--- config.mk ---
export PLATFORM = sky130hd
export DESIGN_NAME = throw_scheduler_flat
export DESIGN_NICKNAME = d
export VERILOG_FILES = /design/src/rtl/juggle_pkg.sv /design/src/rtl/throw_scheduler_if.sv /design/src/rtl/beat_timer.sv /design/src/rtl/throw_scheduler.sv /design/src/flat_wrapper.sv
export SDC_FILE = /design/constraint.sdc
export NUM_CORES = 1
export LEC_CHECK = 0
export CAP_MARGIN = 30
export CORE_MARGIN = 2
export CORE_UTILIZATION = 40
export DETAILED_ROUTE_END_ITERATION = 16
export DONT_BUFFER_PORTS = 1
export PLACE_DENSITY_LB_ADDON = 0.3
export SLEW_MARGIN = 20
export SYNTH_ARGS = -nofsm -noshare
export SYNTH_HDL_FRONTEND = slang
export SYNTH_SLANG_ARGS = --single-unit
--- constraint.sdc ---
create_clock -name clk_in -period 15.9 [get_ports clk_in]
set_input_delay 2.385 -clock clk_in [delete_from_list [all_inputs] [get_ports clk_in]]
set_output_delay 2.385 -clock clk_in [all_outputs]
set_load 0.005 [all_outputs]
--- src/rtl/juggle_pkg.sv ---
// rtl/juggle_pkg.sv - shared constants, types and helpers for the throw scheduler
package juggle_pkg;

  localparam int MAX_BALLS  = 7;
  localparam int MAX_PERIOD = 7;

  typedef enum logic [1:0] {
    ST_IDLE,
    ST_CHECK,
    ST_RUN,
    ST_ERROR
  } state_t;

  localparam logic [1:0] ERR_NONE = 2'd0;
  localparam logic [1:0] ERR_CFG  = 2'd1;
  localparam logic [1:0] ERR_AVG  = 2'd2;
  localparam logic [1:0] ERR_COLL = 2'd3;

  typedef struct packed {
    logic       valid;
    logic [2:0] ball;
  } qslot_t;

  // Landing slot of element idx within the pattern period; len of 0 never reaches CHECK.
  function automatic logic [2:0] land_slot(input logic [2:0] idx, input logic [2:0] h,
                                           input logic [2:0] len);
    logic [3:0] s;
    s = {1'b0, idx} + {1'b0, h};
    if (len == 3'd0) return 3'd0;
    return 3'(s % {1'b0, len});
  endfunction

endpackage

--- src/rtl/throw_scheduler_if.sv ---
// rtl/throw_scheduler_if.sv - config, control and throw-event bundle of the scheduler
interface throw_scheduler_if
  import juggle_pkg::*;
#(
  parameter int T_W = 32
);
  logic [3*MAX_PERIOD-1:0] pattern;
  logic [2:0]              pattern_len;
  logic [2:0]              num_balls;
  logic [T_W-1:0]          cyc_per_beat;
  logic                    start;
  logic                    stop;
  logic                    beat_tick;
  logic                    throw_valid;
  logic [2:0]              throw_ball;
  logic                    throw_hand;
  logic [2:0]              throw_height;
  logic [T_W-1:0]          t_now;
  logic                    busy;
  logic [1:0]              err;

  modport master (
    output pattern, pattern_len, num_balls, cyc_per_beat, start, stop,
    input  beat_tick, throw_valid, throw_ball, throw_hand, throw_height, t_now, busy, err
  );

  modport slave (
    input  pattern, pattern_len, num_balls, cyc_per_beat, start, stop,
    output beat_tick, throw_valid, throw_ball, throw_hand, throw_height, t_now, busy, err
  );
endinterface

--- src/rtl/beat_timer.sv ---
// rtl/beat_timer.sv - modulo beat counter with one-cycle-ahead tick and run-time counter
module beat_timer #(
  parameter int T_W = 32
) (
  input  logic           clk_in,
  input  logic           rst_in,
  input  logic           clr,
  input  logic           en,
  input  logic [T_W-1:0] period,
  output logic           tick_next,
  output logic [T_W-1:0] t_now
);
  logic [T_W-1:0] cnt_q, cnt_d;
  logic [T_W-1:0] t_q, t_d;

  // Next counter values; tick_next flags that the coming cycle is a beat boundary.
  always_comb begin
    cnt_d     = cnt_q;
    t_d       = t_q;
    tick_next = 1'b0;
    if (clr) begin
      cnt_d     = '0;
      t_d       = '0;
      tick_next = 1'b1;
    end else if (en) begin
      t_d = t_q + T_W'(1);
      if (cnt_q == period - T_W'(1)) begin
        cnt_d     = '0;
        tick_next = 1'b1;
      end else begin
        cnt_d = cnt_q + T_W'(1);
      end
    end
  end

  // Counter registers.
  always_ff @(posedge clk_in or posedge rst_in) begin
    if (rst_in) begin
      cnt_q <= '0;
      t_q   <= '0;
    end else begin
      cnt_q <= cnt_d;
      t_q   <= t_d;
    end
  end

  assign t_now = t_q;
endmodule

--- src/rtl/throw_scheduler.sv ---
// rtl/throw_scheduler.sv - siteswap validator and beat-rate throw event sequencer
module throw_scheduler
  import juggle_pkg::*;
#(
  parameter int T_W = 32
) (
  input  logic             clk_in,
  input  logic             rst_in,
  throw_scheduler_if.slave bus
);
  state_t                  state_q, state_d;
  logic [3*MAX_PERIOD-1:0] pat_q, pat_d;
  logic [2:0]              len_q, len_d;
  logic [2:0]              nb_q, nb_d;
  logic [T_W-1:0]          cpb_q, cpb_d;
  logic [1:0]              err_q, err_d;
  logic [2:0]              chk_i_q, chk_i_d;
  logic [5:0]              sum_q, sum_d;
  logic [MAX_PERIOD-1:0]   mask_q, mask_d;
  logic                    coll_q, coll_d;
  logic                    coll_pend_q, coll_pend_d;
  qslot_t [MAX_BALLS-1:0]  queue_q, queue_d;
  logic [2:0]              pidx_q, pidx_d;
  logic                    hand_q, hand_d;
  logic                    beat_tick_q, beat_tick_d;
  logic                    throw_valid_q, throw_valid_d;
  logic [2:0]              throw_ball_q, throw_ball_d;
  logic                    throw_hand_q, throw_hand_d;
  logic [2:0]              throw_height_q, throw_height_d;

  logic                    timer_clr, timer_en, tick_next;
  logic [T_W-1:0]          t_now;

  logic [2:0]              chk_h, chk_slot, h, tgt, pidx_base;
  logic [5:0]              sum_fin;
  logic                    coll_fin, run_next, hand_base, bad;
  qslot_t [MAX_BALLS-1:0]  q_base, q_shift;

  // The timer is cleared throughout CHECK so RUN starts on a beat with t_now = 0.
  assign timer_clr = (state_q == ST_CHECK);
  assign timer_en  = (state_q == ST_RUN);

  beat_timer #(.T_W(T_W)) u_timer (
    .clk_in    (clk_in),
    .rst_in    (rst_in),
    .clr       (timer_clr),
    .en        (timer_en),
    .period    (cpb_q),
    .tick_next (tick_next),
    .t_now     (t_now)
  );

  // Next-state logic; beat events are computed one cycle ahead so the outputs are registered.
  always_comb begin
    state_d        = state_q;
    pat_d          = pat_q;
    len_d          = len_q;
    nb_d           = nb_q;
    cpb_d          = cpb_q;
    err_d          = err_q;
    chk_i_d        = chk_i_q;
    sum_d          = sum_q;
    mask_d         = mask_q;
    coll_d         = coll_q;
    coll_pend_d    = coll_pend_q;
    queue_d        = queue_q;
    pidx_d         = pidx_q;
    hand_d         = hand_q;
    beat_tick_d    = 1'b0;
    throw_valid_d  = 1'b0;
    throw_ball_d   = 3'd0;
    throw_hand_d   = 1'b0;
    throw_height_d = 3'd0;
    run_next       = 1'b0;

    chk_h    = pat_q[3*int'(chk_i_q) +: 3];
    chk_slot = land_slot(chk_i_q, chk_h, len_q);
    sum_fin  = sum_q + {3'd0, chk_h};
    coll_fin = coll_q | mask_q[chk_slot];

    unique case (state_q)
      ST_IDLE: begin
        if (bus.start) begin
          pat_d       = bus.pattern;
          len_d       = bus.pattern_len;
          nb_d        = bus.num_balls;
          cpb_d       = bus.cyc_per_beat;
          chk_i_d     = 3'd0;
          sum_d       = 6'd0;
          mask_d      = '0;
          coll_d      = 1'b0;
          coll_pend_d = 1'b0;
          if (bus.pattern_len == 3'd0 || bus.num_balls == 3'd0 ||
              {1'b0, bus.num_balls} > 4'(MAX_BALLS) || bus.cyc_per_beat == '0) begin
            state_d = ST_ERROR;
            err_d   = ERR_CFG;
          end else begin
            state_d = ST_CHECK;
            err_d   = ERR_NONE;
          end
        end
      end
      ST_CHECK: begin
        sum_d            = sum_fin;
        coll_d           = coll_fin;
        mask_d[chk_slot] = 1'b1;
        chk_i_d          = chk_i_q + 3'd1;
        if (chk_i_q == len_q - 3'd1) begin
          if (coll_fin) begin
            state_d = ST_ERROR;
            err_d   = ERR_COLL;
          end else if (sum_fin != {3'd0, nb_q} * {3'd0, len_q}) begin
            state_d = ST_ERROR;
            err_d   = ERR_AVG;
          end else begin
            state_d  = ST_RUN;
            run_next = 1'b1;
          end
        end
      end
      ST_RUN: begin
        if (bus.stop) begin
          state_d = ST_IDLE;
        end else if (coll_pend_q) begin
          state_d     = ST_ERROR;
          err_d       = ERR_COLL;
          coll_pend_d = 1'b0;
        end else begin
          run_next = 1'b1;
        end
      end
      ST_ERROR: begin
        if (bus.stop) state_d = ST_IDLE;
      end
      default: state_d = ST_IDLE;
    endcase

    // On RUN entry the queue starts from the ground state: ball k in slot k.
    for (int k = 0; k < MAX_BALLS; k++) begin
      if (state_q == ST_CHECK) q_base[k] = qslot_t'{valid: (3'(k) < nb_q), ball: 3'(k)};
      else                     q_base[k] = queue_q[k];
    end
    for (int k = 0; k < MAX_BALLS - 1; k++) q_shift[k] = q_base[k+1];
    q_shift[MAX_BALLS-1] = '0;

    pidx_base = (state_q == ST_CHECK) ? 3'd0 : pidx_q;
    hand_base = (state_q == ST_CHECK) ? 1'b0 : hand_q;
    h         = pat_q[3*int'(pidx_base) +: 3];
    tgt       = h - 3'd1;
    bad       = ((h != 3'd0) && !q_base[0].valid) || ((h == 3'd0) && q_base[0].valid) ||
                ((h != 3'd0) && q_shift[tgt].valid);

    if (run_next && tick_next) begin
      beat_tick_d = 1'b1;
      if (bad) begin
        coll_pend_d = 1'b1;
      end else begin
        queue_d = q_shift;
        if (h != 3'd0) begin
          queue_d[tgt]   = qslot_t'{valid: 1'b1, ball: q_base[0].ball};
          throw_valid_d  = 1'b1;
          throw_ball_d   = q_base[0].ball;
          throw_hand_d   = hand_base;
          throw_height_d = h;
        end
        hand_d = ~hand_base;
        pidx_d = (pidx_base == len_q - 3'd1) ? 3'd0 : pidx_base + 3'd1;
      end
    end
  end

  // State, configuration, queue and registered event outputs.
  always_ff @(posedge clk_in or posedge rst_in) begin
    if (rst_in) begin
      state_q        <= ST_IDLE;
      pat_q          <= '0;
      len_q          <= 3'd0;
      nb_q           <= 3'd0;
      cpb_q          <= '0;
      err_q          <= ERR_NONE;
      chk_i_q        <= 3'd0;
      sum_q          <= 6'd0;
      mask_q         <= '0;
      coll_q         <= 1'b0;
      coll_pend_q    <= 1'b0;
      queue_q        <= '0;
      pidx_q         <= 3'd0;
      hand_q         <= 1'b0;
      beat_tick_q    <= 1'b0;
      throw_valid_q  <= 1'b0;
      throw_ball_q   <= 3'd0;
      throw_hand_q   <= 1'b0;
      throw_height_q <= 3'd0;
    end else begin
      state_q        <= state_d;
      pat_q          <= pat_d;
      len_q          <= len_d;
      nb_q           <= nb_d;
      cpb_q          <= cpb_d;
      err_q          <= err_d;
      chk_i_q        <= chk_i_d;
      sum_q          <= sum_d;
      mask_q         <= mask_d;
      coll_q         <= coll_d;
      coll_pend_q    <= coll_pend_d;
      queue_q        <= queue_d;
      pidx_q         <= pidx_d;
      hand_q         <= hand_d;
      beat_tick_q    <= beat_tick_d;
      throw_valid_q  <= throw_valid_d;
      throw_ball_q   <= throw_ball_d;
      throw_hand_q   <= throw_hand_d;
      throw_height_q <= throw_height_d;
    end
  end

  assign bus.beat_tick    = beat_tick_q;
  assign bus.throw_valid  = throw_valid_q;
  assign bus.throw_ball   = throw_ball_q;
  assign bus.throw_hand   = throw_hand_q;
  assign bus.throw_height = throw_height_q;
  assign bus.t_now        = t_now;
  assign bus.busy         = (state_q == ST_CHECK) || (state_q == ST_RUN);
  assign bus.err          = err_q;
endmodule
--- src/flat_wrapper.sv ---
// flat-port wrapper written by rule: the top's interface ports become plain ports
module throw_scheduler_flat import juggle_pkg::*;
#(
  parameter int T_W = 32
)
  (clk_in, rst_in, bus_pattern, bus_pattern_len, bus_num_balls, bus_cyc_per_beat, bus_start, bus_stop, bus_beat_tick, bus_throw_valid, bus_throw_ball, bus_throw_hand, bus_throw_height, bus_t_now, bus_busy, bus_err);
  throw_scheduler_if #(.T_W(T_W)) bus_i ();
  input  logic clk_in;
  input  logic rst_in;
  input wire logic [$bits(bus_i.pattern)-1:0] bus_pattern;
  input wire logic [$bits(bus_i.pattern_len)-1:0] bus_pattern_len;
  input wire logic [$bits(bus_i.num_balls)-1:0] bus_num_balls;
  input wire logic [$bits(bus_i.cyc_per_beat)-1:0] bus_cyc_per_beat;
  input wire logic [$bits(bus_i.start)-1:0] bus_start;
  input wire logic [$bits(bus_i.stop)-1:0] bus_stop;
  output wire logic [$bits(bus_i.beat_tick)-1:0] bus_beat_tick;
  output wire logic [$bits(bus_i.throw_valid)-1:0] bus_throw_valid;
  output wire logic [$bits(bus_i.throw_ball)-1:0] bus_throw_ball;
  output wire logic [$bits(bus_i.throw_hand)-1:0] bus_throw_hand;
  output wire logic [$bits(bus_i.throw_height)-1:0] bus_throw_height;
  output wire logic [$bits(bus_i.t_now)-1:0] bus_t_now;
  output wire logic [$bits(bus_i.busy)-1:0] bus_busy;
  output wire logic [$bits(bus_i.err)-1:0] bus_err;
  assign bus_i.pattern = bus_pattern;
  assign bus_i.pattern_len = bus_pattern_len;
  assign bus_i.num_balls = bus_num_balls;
  assign bus_i.cyc_per_beat = bus_cyc_per_beat;
  assign bus_i.start = bus_start;
  assign bus_i.stop = bus_stop;
  assign bus_beat_tick = bus_i.beat_tick;
  assign bus_throw_valid = bus_i.throw_valid;
  assign bus_throw_ball = bus_i.throw_ball;
  assign bus_throw_hand = bus_i.throw_hand;
  assign bus_throw_height = bus_i.throw_height;
  assign bus_t_now = bus_i.t_now;
  assign bus_busy = bus_i.busy;
  assign bus_err = bus_i.err;
  throw_scheduler #(.T_W(T_W)) u_core (.clk_in(clk_in), .rst_in(rst_in), .bus(bus_i));
endmodule
==> results of run 1 <==
## worst reg2reg max path: cells and delay by family (launching register included)
| family | cells | cell delay (ps) |
|---|---|---|
| AOI/OAI and AO/OA | 15 | 3040 |
| adders and majority gates | 5 | 1540 |
| buffers and inverters | 3 | 660 |
| DFF | 1 | 640 |
| muxes | 2 | 980 |
| and+or+nand+nor | 6 | 1610 |
## metrics by stage
| stage | util (%) | instance area, µm² | cells |
|---|---|---|---|
| after floorplan | - | 11300 | 1160 |
| after global placement | 41.6 | 11600 | 1489 |
| after detailed placement | 41.6 | 11600 | 1489 |
| after CTS | 43.7 | 12100 | 1521 |
| after global routing | 43.8 | 12200 | 1523 |
| final | 43.8 | 12200 | 1523 |
## final timing paths
kind	startpoint	endpoint	depth (start not counted)
max	u_core.chk_i_q[0]	u_core.queue_q[21]	31
min reg2reg	u_core.queue_q[27]	u_core.queue_q[27]	2
min	u_core.queue_q[27]	u_core.queue_q[27]	2
max in group asynchronous	rst_in	u_core.queue_q[18]	3
max reg2reg	u_core.chk_i_q[0]	u_core.queue_q[21]	31
min in group asynchronous	rst_in	u_core.u_timer.t_now[27]	1
## cell usage in the layout, fill, tap and decap left out, types with 6 or more instances in the layout
cell type,synthesis,final
inv_1,35,34
or3_1,13,13
o22ai_1,7,7
xor2_1,48,48
and2_1,12,12
nor3_1,31,31
nor4_1,14,14
or2_2,6,6
mux2i_1,19,19
and3_1,19,19
nand2b_1,23,23
a21o_1,12,12
o31ai_1,19,19
a21oi_1,43,43
nand3_1,38,38
ha_1,34,33
xnor2_1,44,44
nand2_1,87,86
o21ai_0,104,103
nor2_1,71,71
a22o_1,10,10
clkbuf_16,0,17
dfrtp_1,186,186
nand4_1,22,22
o2bb2ai_1,17,17
buf_4,1,9
nor2b_1,15,15
a31oi_1,6,6
mux2_2,75,75
## synth_stat cells, types with 4 or more instances
cell type and instances:
or4_1 5, mux2i_1 19, fa_1 5, nand3_1 38, o31ai_1 19, o41ai_1 4
nor2_1 71, or3_1 13, o21ai_1 4, dfrtp_1 186, o2bb2ai_1 17, or2_2 6
o21ai_0 104, a21oi_1 43, nor2b_1 15, nand4_1 22, nand3b_1 4, mux4_2 4
a21o_1 12, ha_1 34, xnor2_1 44, clkbuf_1 38, a31oi_1 6, o22ai_1 7
and3_1 19, nor4_1 14, nand2_1 87, mux2_2 75, buf_1 8, xor2_1 48
clkbuf_8 4, a211oi_1 5, a22o_1 10, and2_1 12, buf_2 4, inv_1 35
nand2b_1 23, nor3_1 31
## logic make-up (layout without fill, tap and decap cells)
family                   after synthesis  after routing  synth area share, %
XOR/XNOR                              92             92                 7.14
multiplexers                          98             98                 9.96
buffers and inverters                 93             78                 3.72
adder cells (fa/ha/maj)               39             39                 4.65
AND/OR/NAND/NOR                      385            385                 17.9
AO/OA/AOI/OAI                        267            267                 15.4
flip-flops                           186            186                 41.2
## area by class of cell
class | count | area (µm²) | share of cell area [%]
sequential | 186 | 4650 | 38.2
inverter | 35 | 139 | 1.14
tap | 378 | 473 | 3.89
clock buffer | 19 | 433 | 3.56
multi-input combinational | 881 | 6230 | 51.2
clock inverter | 13 | 129 | 1.06
timing repair buffer | 11 | 110 | 0.905
## layer usage
| layer | vias to the layer above | track usage [%] |
|---|---|---|
| li1 | 4165 | - |
| met1 | 4264 | 24.8 |
| met2 | 166 | 30.7 |
| met3 | 22 | 4.26 |
| met4 | 0 | 5.04 |
| met5 | - | 0 |
## state kept, by name, indices dropped and copies added (netlist names), 2 cells and up
register / flops
u_core.pat_q: 21
u_core.bus.throw_ball: 3
u_core.cpb_q: 32
u_core.u_timer.t_now: 32
u_core.mask_q: 7
u_core.pidx_q: 3
u_core.chk_i_q: 3
u_core.nb_q: 3
u_core.bus.err: 2
u_core.u_timer.cnt_q: 32
u_core.queue_q: 28
u_core.sum_q: 6
u_core.len_q: 3
u_core.bus.throw_height: 3
u_core.state_q: 2
==> impl_metrics.ini, run 1 <==
[status]
status = complete, no violations

[routing]
avgViaCountPerCell = 5.66
route.met3.wl_um = 1290
route.detailed.wl_per_inst_um = 17.5
ant_nets = 0
top_layer = met4
drcViolationCount = 0
wl_met2_um = 12400
vias = 8617
routed_wirelength_um = 26700
drt-initial-drc-count = 570
drt-met1-wl_um = 12600
first_pass_iters = 5

[sta]
tightest_slew_ps = 809
period_share_pct = 54.0
finClkSkew_ps = 12.1
timing.fmax_mhz = 116
report.final.setup_viol = 0
relSlewSlack_pct = 45.5
whs_ps = 460
fin_setup_tns_ps = 0
rsz0062_at_grt = no
slew_viol_final = 0
fin_ws_ps = 7310
final.min_clock_period_ps = 8590
hold_violations = 0

[place]
dp_hpwl_um = 19200
port_buffers = 0
post-place-ws_ps = 7330
gp_congestion = 0.849

[synthesis]
ys.flop_type = dfrtp_1
netlist_instances = 1160
synth_top_area_share_pct = 41.2
synth-async-reset-ratio_pct = 100
ys_warn_count = 0
synth_edf_count = 0
yosysSeqAreaShare_pct = 41.2
synth_top_area_cell = dfrtp_1
synth.distinct_cells = 81
syn_area_mm2 = 0.0113
synth-seq-cells = 186
yosys-top-cells-area = dfrtp_1 41%, mux2_2 7.5%, o21ai_0 4.6%
synth.net_count = 1262
avgSynthCellArea_um2 = 9.73

[critical_path]
path_delay_family = compound AO/OA/AOI/OAI gates
cp.arrival_ps = 8910
crit_path_frequent_cell = ha_1
crit_slowest_cell = or4b_2
endpoint_kind = flip-flop
startpoint_type = flip-flop
critPathMaxFanout = 50
setup.worst_path.class = flip-flop to flip-flop
worst-endpoint-required_ps = 16220
slowest_delay_ps = 670
worst-r2r-setup-slack_ps = 7310
critPathBufInv = 3

[job]
max-cap-violations = 0

[grt]
antenna_found_initial = 0
overflow = 0
grt_usage_pct = 18.7
grt_max_degree = 117
grt_pass1_wl_um = 43900
grt_pass1_vias = 8348

[clock_tree]
tritoncts = yes
cts_hold_buf = 0
cts_sinks = 186
clk_latency_ps = 440
cts-resized-gates = 0
clk_pin_slew_ps = 70
cts_buffers = 17
max-clock-path-buffers = 2
cts_root_buf = clkbuf_16
h-tree-depth = 4
post-cts-setup-buffers = 0

[floorplanning]
die_w_um = 172
ioPinCount = 107
floorplan.initialDensity_pct = 40.6
rows = 61
core_region_area_mm2 = 0.0278
die-area_mm2 = 0.0296
die_y_um = 172

[final_layout]
fin_nets = 1234
area_delta_synth_final_pct = 7.80
drive_gt1_share_pct = 13.4
fillers = 2710
diodes = 0

[min_path]
hold_class = flip-flop to flip-flop
Power of run 1 is not shown: default switching activity piles up to over one toggle a cycle in this logic, so the estimate is an artifact.
==> run 2: changes to the inputs <==
- clock period: 15.9 -> 7.7 ns (I/O delays scaled with it)
==> run 2 against run 1 <==
Fmax grew 15%. First-iteration DRC count down 2.5%. Die area is the same.
==> impl_metrics.ini, run 2 (synthesis results as in run 1) <==
[critical_path]
slowest_delay_ps = 530
critPathMaxFanout = 6
crit_path_frequent_cell = ha_1
worst-endpoint-required_ps = 8030
crit_slowest_cell = mux4_2
endpoint_kind = flip-flop
critPathBufInv = 6
cp.arrival_ps = 7780
setup.worst_path.class = flip-flop to flip-flop
path_delay_family = compound AO/OA/AOI/OAI gates
startpoint_type = flip-flop

[sta]
hold_violations = 0
period_share_pct = 96.8
fin_setup_tns_ps = 0
relSlewSlack_pct = 35.7
report.final.setup_viol = 0
fin_ws_ps = 245
finClkSkew_ps = 15.9
timing.fmax_mhz = 134
final.min_clock_period_ps = 7450
tightest_slew_ps = 964
slew_viol_final = 0

[clock_tree]
cts_root_buf = clkbuf_16
cts_buffers = 17
tritoncts = yes
max-clock-path-buffers = 2
clk_pin_slew_ps = 80
h-tree-depth = 4
cts_hold_buf = 0
cts_sinks = 186
clk_latency_ps = 440

[floorplanning]
ioPinCount = 107
die_w_um = 172
floorplan.initialDensity_pct = 40.6
core_region_area_mm2 = 0.0278
die_y_um = 172
rows = 61
die-area_mm2 = 0.0296

[final_layout]
area_delta_synth_final_pct = 11.4
postLayoutCoreUtil_pct = 45.3
diodes = 0
fin_area_mm2 = 0.0126
final_cell_mix = 186 x dfrtp_1, 98 x o21ai_0, 86 x nand2_1
multi_input_area_mm2 = 0.00636
fin_nets = 1259
final_common_cell = dfrtp_1
regArea_mm2 = 0.00465
fillers = 2702
drive_gt1_share_pct = 17.3

[routing]
first_pass_iters = 7
route.detailed.wl_per_inst_um = 18.0
ant_nets = 0
routed_wirelength_um = 27800
avgViaCountPerCell = 5.69
drt-initial-drc-count = 556
drcViolationCount = 0
vias = 8806

[place]
dp_hpwl_um = 19500
gp_congestion = 0.876
port_buffers = 0
post-place-ws_ps = -115
place_area_mm2 = 0.0117

[grt]
grt_usage_pct = 19.0
antenna_found_initial = 0
grt_max_degree = 107
overflow = 0
grt_pass1_wl_um = 44700
grt_pass1_vias = 8408

[min_path]
hold_class = flip-flop to flip-flop

[job]
max-cap-violations = 0

[status]
status = complete, no violations
==> run 2: cell types whose count changed in the layout (fill, tap and decap cells not counted), sizes merged <==
cell      delta
clkbuf       +2
clkinvlp     -1
buf         +22
inv          -1
clkinv       +2
bufbuf       +1
==> run 2: final timing paths <==
path                                    startpoint  slack [ps]  cells after the start                       end
worst max-delay path             u_core.chk_i_q[0]         250                     33        u_core.queue_q[22]
worst min-delay path            u_core.queue_q[27]         460                      2        u_core.queue_q[27]
worst max register to register   u_core.chk_i_q[0]         250                     33        u_core.queue_q[22]
worst min register to register  u_core.queue_q[27]         460                      2        u_core.queue_q[27]
max in group asynchronous                   rst_in        5730                      3        u_core.queue_q[24]
min in group asynchronous                   rst_in         700                      1  u_core.u_timer.t_now[29]
==> run 2: what timing repair did <==
action                     4_1_cts  5_1_grt
setup buffers                    1       12
cloned                           1        2
setup endpoints to repair       11       45
pin swaps                        1       13
gates resized for setup          1       36
==> run 2: per-layer routing <==
| metal | vias up | part of all wire, % | GRT usage, % |
|---|---|---|---|
| li1 | 4200 | - | - |
| met1 | 4383 | 46 | 26.1 |
| met2 | 196 | 48 | 31.1 |
| met3 | 27 | 4.7 | 3.66 |
| met4 | 0 | 1.2 | 4.60 |
| met5 | - | 0 | 0 |
==> run 2: metrics by stage <==
step	std cells	hold WS [ps]
3_5_place_dp	1499	447
5_1_grt	1548	484
3_3_place_gp	1498	444
2_1_floorplan	1160	431
4_1_cts	1533	463
6_report	1548	460
==> run 2: worst min-delay path: stages, from the launching register on <==
cell and delay, ps:
dfrtp_1 330, nand2_1 50, nand2_1 50
==> run 2: cell type report <==
class | count | share of cell area [%]
Multi-Input combinational cell | 881 | 50.5
Sequential cell | 186 | 37.0
Tap cell | 378 | 3.76
Clock buffer | 19 | 3.60
Timing Repair Buffer | 36 | 2.97
Inverter | 35 | 1.10
Clock inverter | 13 | 1.01
Power of run 2 is left out for the same reason.
==> run 3: changes to the inputs <==
- ABC_AREA: default -> 0
- CTS_CLUSTER_SIZE: default -> 20
==> results of run 3 <==
Final layout, timing and power as in run 2 (identical DEF).
Power of run 3 is left out for the same reason.
